**config.mk**
```make
export PLATFORM = sky130hd
export DESIGN_NAME = key_event_gen
export DESIGN_NICKNAME = d
export VERILOG_FILES = /design/src/rtl/key_event_gen.sv
export SDC_FILE = /design/constraint.sdc
export NUM_CORES = 1
export LEC_CHECK = 0
export CORE_UTILIZATION = 36
export CTS_CLUSTER_DIAMETER = 200
export CTS_CLUSTER_SIZE = 20
export DETAILED_ROUTE_END_ITERATION = 8
export PLACE_DENSITY = 0.52
export SETUP_SLACK_MARGIN = 0.5
export SLEW_MARGIN = 20
export SYNTH_ARGS = -nofsm -noshare
export SYNTH_HDL_FRONTEND = slang
export SYNTH_SLANG_ARGS = --single-unit
export TNS_END_PERCENT = 100
```
**constraint.sdc**
```tcl
create_clock -name clk -period 5.1 [get_ports clk]
set_input_delay 0.51 -clock clk [delete_from_list [all_inputs] [get_ports clk]]
set_output_delay 0.51 -clock clk [all_outputs]
set_load 0.05 [all_outputs]
```
**src/rtl/key_event_gen.sv**
```systemverilog
// Turns debounced active-low key levels into one-clock press, repeat and long-press events.
// Optional feature: define KEY_EVENT_REPEAT_EN to build auto-repeat for REPEAT_MASK keys.
module key_event_gen #(
   parameter int                N_KEYS        = 4,
   parameter int                HOLD_CYCLES   = 25_000_000,
   parameter int                REPEAT_CYCLES = 5_000_000,
   parameter logic [N_KEYS-1:0] REPEAT_MASK   = 4'b1100
) (
   input  logic              clk,
   input  logic              rst,
   input  logic [N_KEYS-1:0] key_n,
   output logic [N_KEYS-1:0] key_press,
   output logic [N_KEYS-1:0] key_long,
   output logic [N_KEYS-1:0] key_held
);

   localparam int CNT_MAX = (HOLD_CYCLES > REPEAT_CYCLES) ? HOLD_CYCLES : REPEAT_CYCLES;
   localparam int CNT_W   = $clog2(CNT_MAX);

   typedef logic [CNT_W-1:0] cnt_t;
   typedef enum logic [1:0] {IDLE, HOLD, REPEAT, WAIT_REL} state_t;

   localparam cnt_t HOLD_LAST = cnt_t'(HOLD_CYCLES - 1);

`ifdef KEY_EVENT_REPEAT_EN
   localparam logic [N_KEYS-1:0] RPT_KEYS = REPEAT_MASK;
   localparam cnt_t              RPT_LAST = cnt_t'(REPEAT_CYCLES - 1);
`else
   // Without the repeat build every key takes the long-press path.
   localparam logic [N_KEYS-1:0] RPT_KEYS = REPEAT_MASK & {N_KEYS{1'b0}};
`endif

   logic [N_KEYS-1:0] key_prev;
   state_t            state [N_KEYS];
   cnt_t              cnt   [N_KEYS];

   always_ff @(posedge clk or posedge rst) begin
      if (rst) begin
         // Reset looks like "already pressed" so a key held through reset stays silent.
         key_prev  <= '0;
         key_press <= '0;
         key_long  <= '0;
         key_held  <= '0;
         for (int i = 0; i < N_KEYS; i++) begin
            state[i] <= IDLE;
            cnt[i]   <= '0;
         end
      end else begin
         key_prev <= key_n;
         key_held <= ~key_n;
         // NOTE: pulses default to 0 here and per-key bits override below; the last
         // non-blocking assignment to a bit wins, which guarantees one-cycle pulses.
         key_press <= '0;
         key_long  <= '0;
         for (int i = 0; i < N_KEYS; i++) begin
            if (key_n[i]) begin
               // Release beats any threshold reached in the same cycle.
               state[i] <= IDLE;
               cnt[i]   <= '0;
            end else begin
               case (state[i])
                  IDLE: begin
                     if (key_prev[i]) begin
                        key_press[i] <= 1'b1;
                        cnt[i]       <= '0;
                        state[i]     <= HOLD;
                     end
                  end
                  HOLD: begin
                     if (cnt[i] == HOLD_LAST) begin
                        if (RPT_KEYS[i]) begin
                           key_press[i] <= 1'b1;
                           cnt[i]       <= '0;
                           state[i]     <= REPEAT;
                        end else begin
                           key_long[i] <= 1'b1;
                           state[i]    <= WAIT_REL;
                        end
                     end else begin
                        cnt[i] <= cnt[i] + 1'b1;
                     end
                  end
`ifdef KEY_EVENT_REPEAT_EN
                  REPEAT: begin
                     if (cnt[i] == RPT_LAST) begin
                        key_press[i] <= 1'b1;
                        cnt[i]       <= '0;
                     end else begin
                        cnt[i] <= cnt[i] + 1'b1;
                     end
                  end
`endif
                  WAIT_REL: ;
                  default: begin
                     state[i] <= IDLE;
                     cnt[i]   <= '0;
                  end
               endcase
            end
         end
      end
   end

endmodule

```
## Yosys cells after proc, flatten, opt, wreduce, memory -nomap -nowiden

Cells that the tools add are included.

- Mux-type cells: 56
- Divide/modulo/power cells: 0
- Bitwise operators: 1
- Magnitude comparators: 0
- Reduce and logical (&&, ||, !) cells: 12
- Equal/unequal tests: 28
- Add/subtract/negate cells: 4
- Shift-type cells: 0
- Multiply operators: 0

Operators with widths:

| kind | count |
|---|---|
| two-way mux 25 bit | 12 |
| case mux 25 bit (3 select lines) | 4 |
| adder 25 x 1 -> 25 bit, second input constant | 4 |
| == test 25 bit, second input constant | 4 |
| inequality test 3 bit, second input constant | 12 |
| two-way mux 1 bit | 24 |
| two-way mux 2 bit | 12 |
| case mux 2 bit (3 select lines) | 4 |
| AND reduction 3 bit | 8 |
| == test 2 x 1 -> 1 bit, second input constant | 4 |
| == test 2 bit, second input constant | 4 |
| zero test 2 bit | 4 |
| inequality test 2 bit, second input constant | 4 |
| inverter 4 bit | 1 |

- Word-level logic and storage cells: 113
- Memory bits (writable): 0
- Latch bits: 0
- Memories kept: 0
- Bits in read-only memories: 0
- Bits in registers: 124

## Logic depth before layout (Yosys ltp)

- Depth after elaboration: 4
- Depth in mapped cells: 8

## Worst setup path after synthesis

Ideal clock, no wire load.

- Path type: reg2reg
- From: register cnt[59] (netlist bit)
- To: register cnt[51] (netlist bit)
- Period minus slack after synthesis: 2.382 ns
- Stages on the path, launching flop included: 7
- Path buffers: 2
- Data arrival time: 2.261 ns
- Setup time: 0.121 ns
- Setup slack: 2.718 ns
- Cell sequence: dfrtp_1 -> or4b_1 -> or4_4 -> o21a_1 -> buf_2 -> clkbuf_1 -> a22o_2

- Longest elaborated chain between the ends: 3

RTL lines:

| item | line | RTL |
|---|---|---|
| start, declared | 35 | `cnt_t cnt [N_KEYS];` |
| start signal, assigned by index | 80 | `cnt[i] <= cnt[i] + 1'b1;` |
| == test 25 bit | 70 | `if (cnt[i] == HOLD_LAST) begin` |
| inequality test 3 bit (no source line) | n/a |  |
| AND reduction 3 bit (no source line) | n/a |  |

Every way passes these cells.
A chain may end at the register's enable or synchronous reset.

## Worst setup path in the final report

- From: register cnt[50] (netlist bit)
- To: register cnt[64] (netlist bit)

- Longest elaborated chain between the ends: 4
- Elaborated cells between the ends (all ways): 7
- Those cells by class: add/sub: 1; eq/ne: 2; mux: 3; reduce/logical: 1

RTL lines:

| item | line | RTL |
|---|---|---|
| adder 25 x 1 -> 25 bit | 80 |  |
| two-way mux 25 bit | 70 |  |
| case mux 25 bit (3 select lines) | 61 | `case (state[i])` |
| two-way mux 25 bit | 56 | `if (key_n[i]) begin` |

Several ways; a longest one is shown, not always the timed one. The select of a mux whose other input is x is not followed.

==> out/qor.yml <==
status: "completed"
skew_ps: 9.292
cp-start-kind: "flip-flop"
dp.cells: 936
drt_iter0_markers: 421
fillCellCount: 1735
path_class: "flip-flop to flip-flop"
yosys.area.top_type_share: 0.4701
yosysMostFrequentCell: "dfrtp_1"
p_sw_frac: 0.2195
final-seq-area_um2: 3103
p_switching_mw: 0.5216
area_delta_synth_final_pct: 15.30
cts_resized: 0
cp.required_ps: 5440
fp.coreArea_um2: 17960
finalNonFillerCells: 967
seq_area_frac_synth: 0.4701
slowest_delay_ps: 670
ys.flop_type: "dfrtp_1"
p_leak_nw: 3.367
grt_start_max_net_pins: 45
tightest_slew_ps: 1049
synth-edff-count: 0
slew_headroom: 0.2940
ys_types: 58
port_buffers: 17
die_y_um: 137.4
post_cts_buffers: 0
end_kind: "flip-flop"
fin_nets: 736
yosysTopAreaCell: "dfrtp_1"
ys_ff_latch: 124
antenna_found_initial: 0
synth_common_cells: "dfrtp_1, o21ai_0, nand3_1, nand2_1, and3_1"
clock_path_buffers: 2
clkSinkCount: 124
clkPwrFrac: 0.525
grt_pass1_vias: 5367
finish.instance_area_um2: 7610
avgRoutedWirePerCell_um: 16.00
place_hpwl_um: 10170
drive_gt1_frac: 0.07724
synth_warnings: 0
netlist_instances: 709
vias: 5694
fmax_mhz: 338.2
multi_input_area_um2: 3301
crit_path_cell_trace: "ha_1 > nand3_1 > or4_1 > o31ai_4 > and2_1 > a22o_2"
timing.final.crit_share: 0.5798
crit_arrival_ps: 3300
first_pass_iters: 5
gp_congestion: 0.8018
die-area_um2: 18880
via_per_inst: 5.888
cp_top_family: "simple AND/OR/NAND/NOR gates"
final_max_slew_viol_count: 0
rows: 49
synth_fp_nets: 719
pwr-share-seq: 0.424
grt_pass1_wl_um: 26410
slowest_stage: "or4_1"
track_usage: 0.1768
wirelength_um: 15470
root_buffer: "clkbuf_16"
ir_drop_uv: 231.1
finalSetupViolations: 0
io_pins: 18
cts_tree: "built"
diodes: 0
cts_hold_buf: 0
grt_overflow_total: 0
ant_nets: 0
synth.area.top_cells: "dfrtp_1, o21ai_0, nand3_1"
placed_area_um2: 6994
die_w_um: 137.4
hp-class: "flip-flop to flip-flop"
h-tree-depth: 4
p_int_mw: 1.854
initial_utilization: 0.3674
async_flop_share: 1.000
syn-cell-area_um2: 6600
rsz0062_at_grt: "no"
insertion_delay_ps: 410
drc: 0
critical_path_buf_inv_count: 0
powerDensity_nw_per_um2: 312.2
hold_viol: 0
pwr-share-comb: 0.050
crit_fanout: 16
fin_setup_tns_ps: 0
min_period_ps: 2957
avgSynthCellArea_um2: 9.309
clk_pin_slew_ps: 60
maxCapViolations: 0
cts-buffers-inserted: 17
power groups by stage:
stage / sequential, mW / clock [mW] / combinational [mW]
2_1_floorplan: 1.03 / 0 / 0.0723
3_3_place_gp: 1.02 / 0 / 0.119
3_5_place_dp: 1.02 / 0 / 0.122
4_1_cts: 1.01 / 1.28 / 0.122
5_1_grt: 1.01 / 1.32 / 0.135
6_report: 1.01 / 1.25 / 0.119
state kept, by name (all words and copies together) (netlist names):
| name | cells |
|---|---|
| cnt | 100 |
| state | 8 |
| key_held | 4 |
| key_long | 4 |
| key_press | 4 |
| key_prev | 4 |
metrics by stage:
| step | util | hold slack (ps) | power [mW] | worst slack (ps) |
|---|---|---|---|---|
| floorplan | - | 445.5 | 1.107 | 1291 |
| global placement | 0.3890 | 474.7 | 1.143 | 1893 |
| global route | 0.4236 | 506.9 | 2.468 | 1917 |
| detailed placement | 0.3894 | 470.5 | 1.147 | 1737 |
| CTS | 0.4234 | 480.7 | 2.413 | 2123 |
| finish | 0.4236 | 481.3 | 2.376 | 2143 |
area by class of cell:
class | count | area share
Sequential cell | 124 | 0.4078
Clock buffer | 24 | 0.06593
Tap cell | 229 | 0.03765
Multi-Input combinational cell | 536 | 0.4337
Timing Repair Buffer | 23 | 0.02828
Clock inverter | 7 | 0.01447
Inverter | 24 | 0.01217
cell usage in the layout, fill, tap and decap left out, types with 4 or more instances in the layout:
cell / count
o21ai_0: 62
clkbuf_16: 17
nor3_1: 35
a41oi_1: 7
a22o_1: 5
nor4_1: 13
a21oi_1: 27
dfrtp_1: 124
clkbuf_8: 5
buf_4: 6
nand3_1: 55
and2_1: 8
o31ai_1: 6
a22o_2: 8
o211a_1: 6
clkinv_2: 4
ha_1: 4
a221o_1: 4
o211ai_1: 4
nand4_1: 34
xnor2_1: 5
nand2_1: 48
or2_2: 4
inv_1: 22
nor2_1: 30
a22oi_1: 4
and3_1: 36
clkdlybuf4s50_1: 17
a31oi_1: 22
and4_1: 7
a211o_1: 26
o21a_1: 4
or3_1: 15
or4_1: 6
nand2b_1: 4
a21o_1: 7
nor4b_1: 7
cell families after synthesis:
logic type	count (synthesis)	share of synthesized area
adder cells (fa/ha/maj)	4	0.007583
multiplexers	3	0.004739
XOR/XNOR	8	0.01062
flip-flops	124	0.4701
AND/OR/NAND/NOR	316	0.2635
buffers and inverters	49	0.03128
AO/OA/AOI/OAI	205	0.2121
layer usage:
layer  up-vias  routed length [um]  global-route usage
li1       2765                   -                   -
met1      2844                7715              0.2407
met2        70                7169              0.2792
met3        15                 395             0.03238
met4         0                 187             0.06532
met5         -                   0                   0
path summary, 6_finish.rpt:
kind | slack, ps | end | from | cells after the start
worst max-delay path | 2140 | cnt[64] | cnt[50] | 6
worst min-delay path | 480 | cnt[39] | cnt[39] | 1
worst max register to register | 2140 | cnt[64] | cnt[50] | 6
worst min register to register | 480 | cnt[39] | cnt[39] | 1
max in group asynchronous | 3630 | cnt[54] | rst | 3
min in group asynchronous | 510 | cnt[44] | rst | 2
No activity file was read; power rests on OpenSTA's default activity.
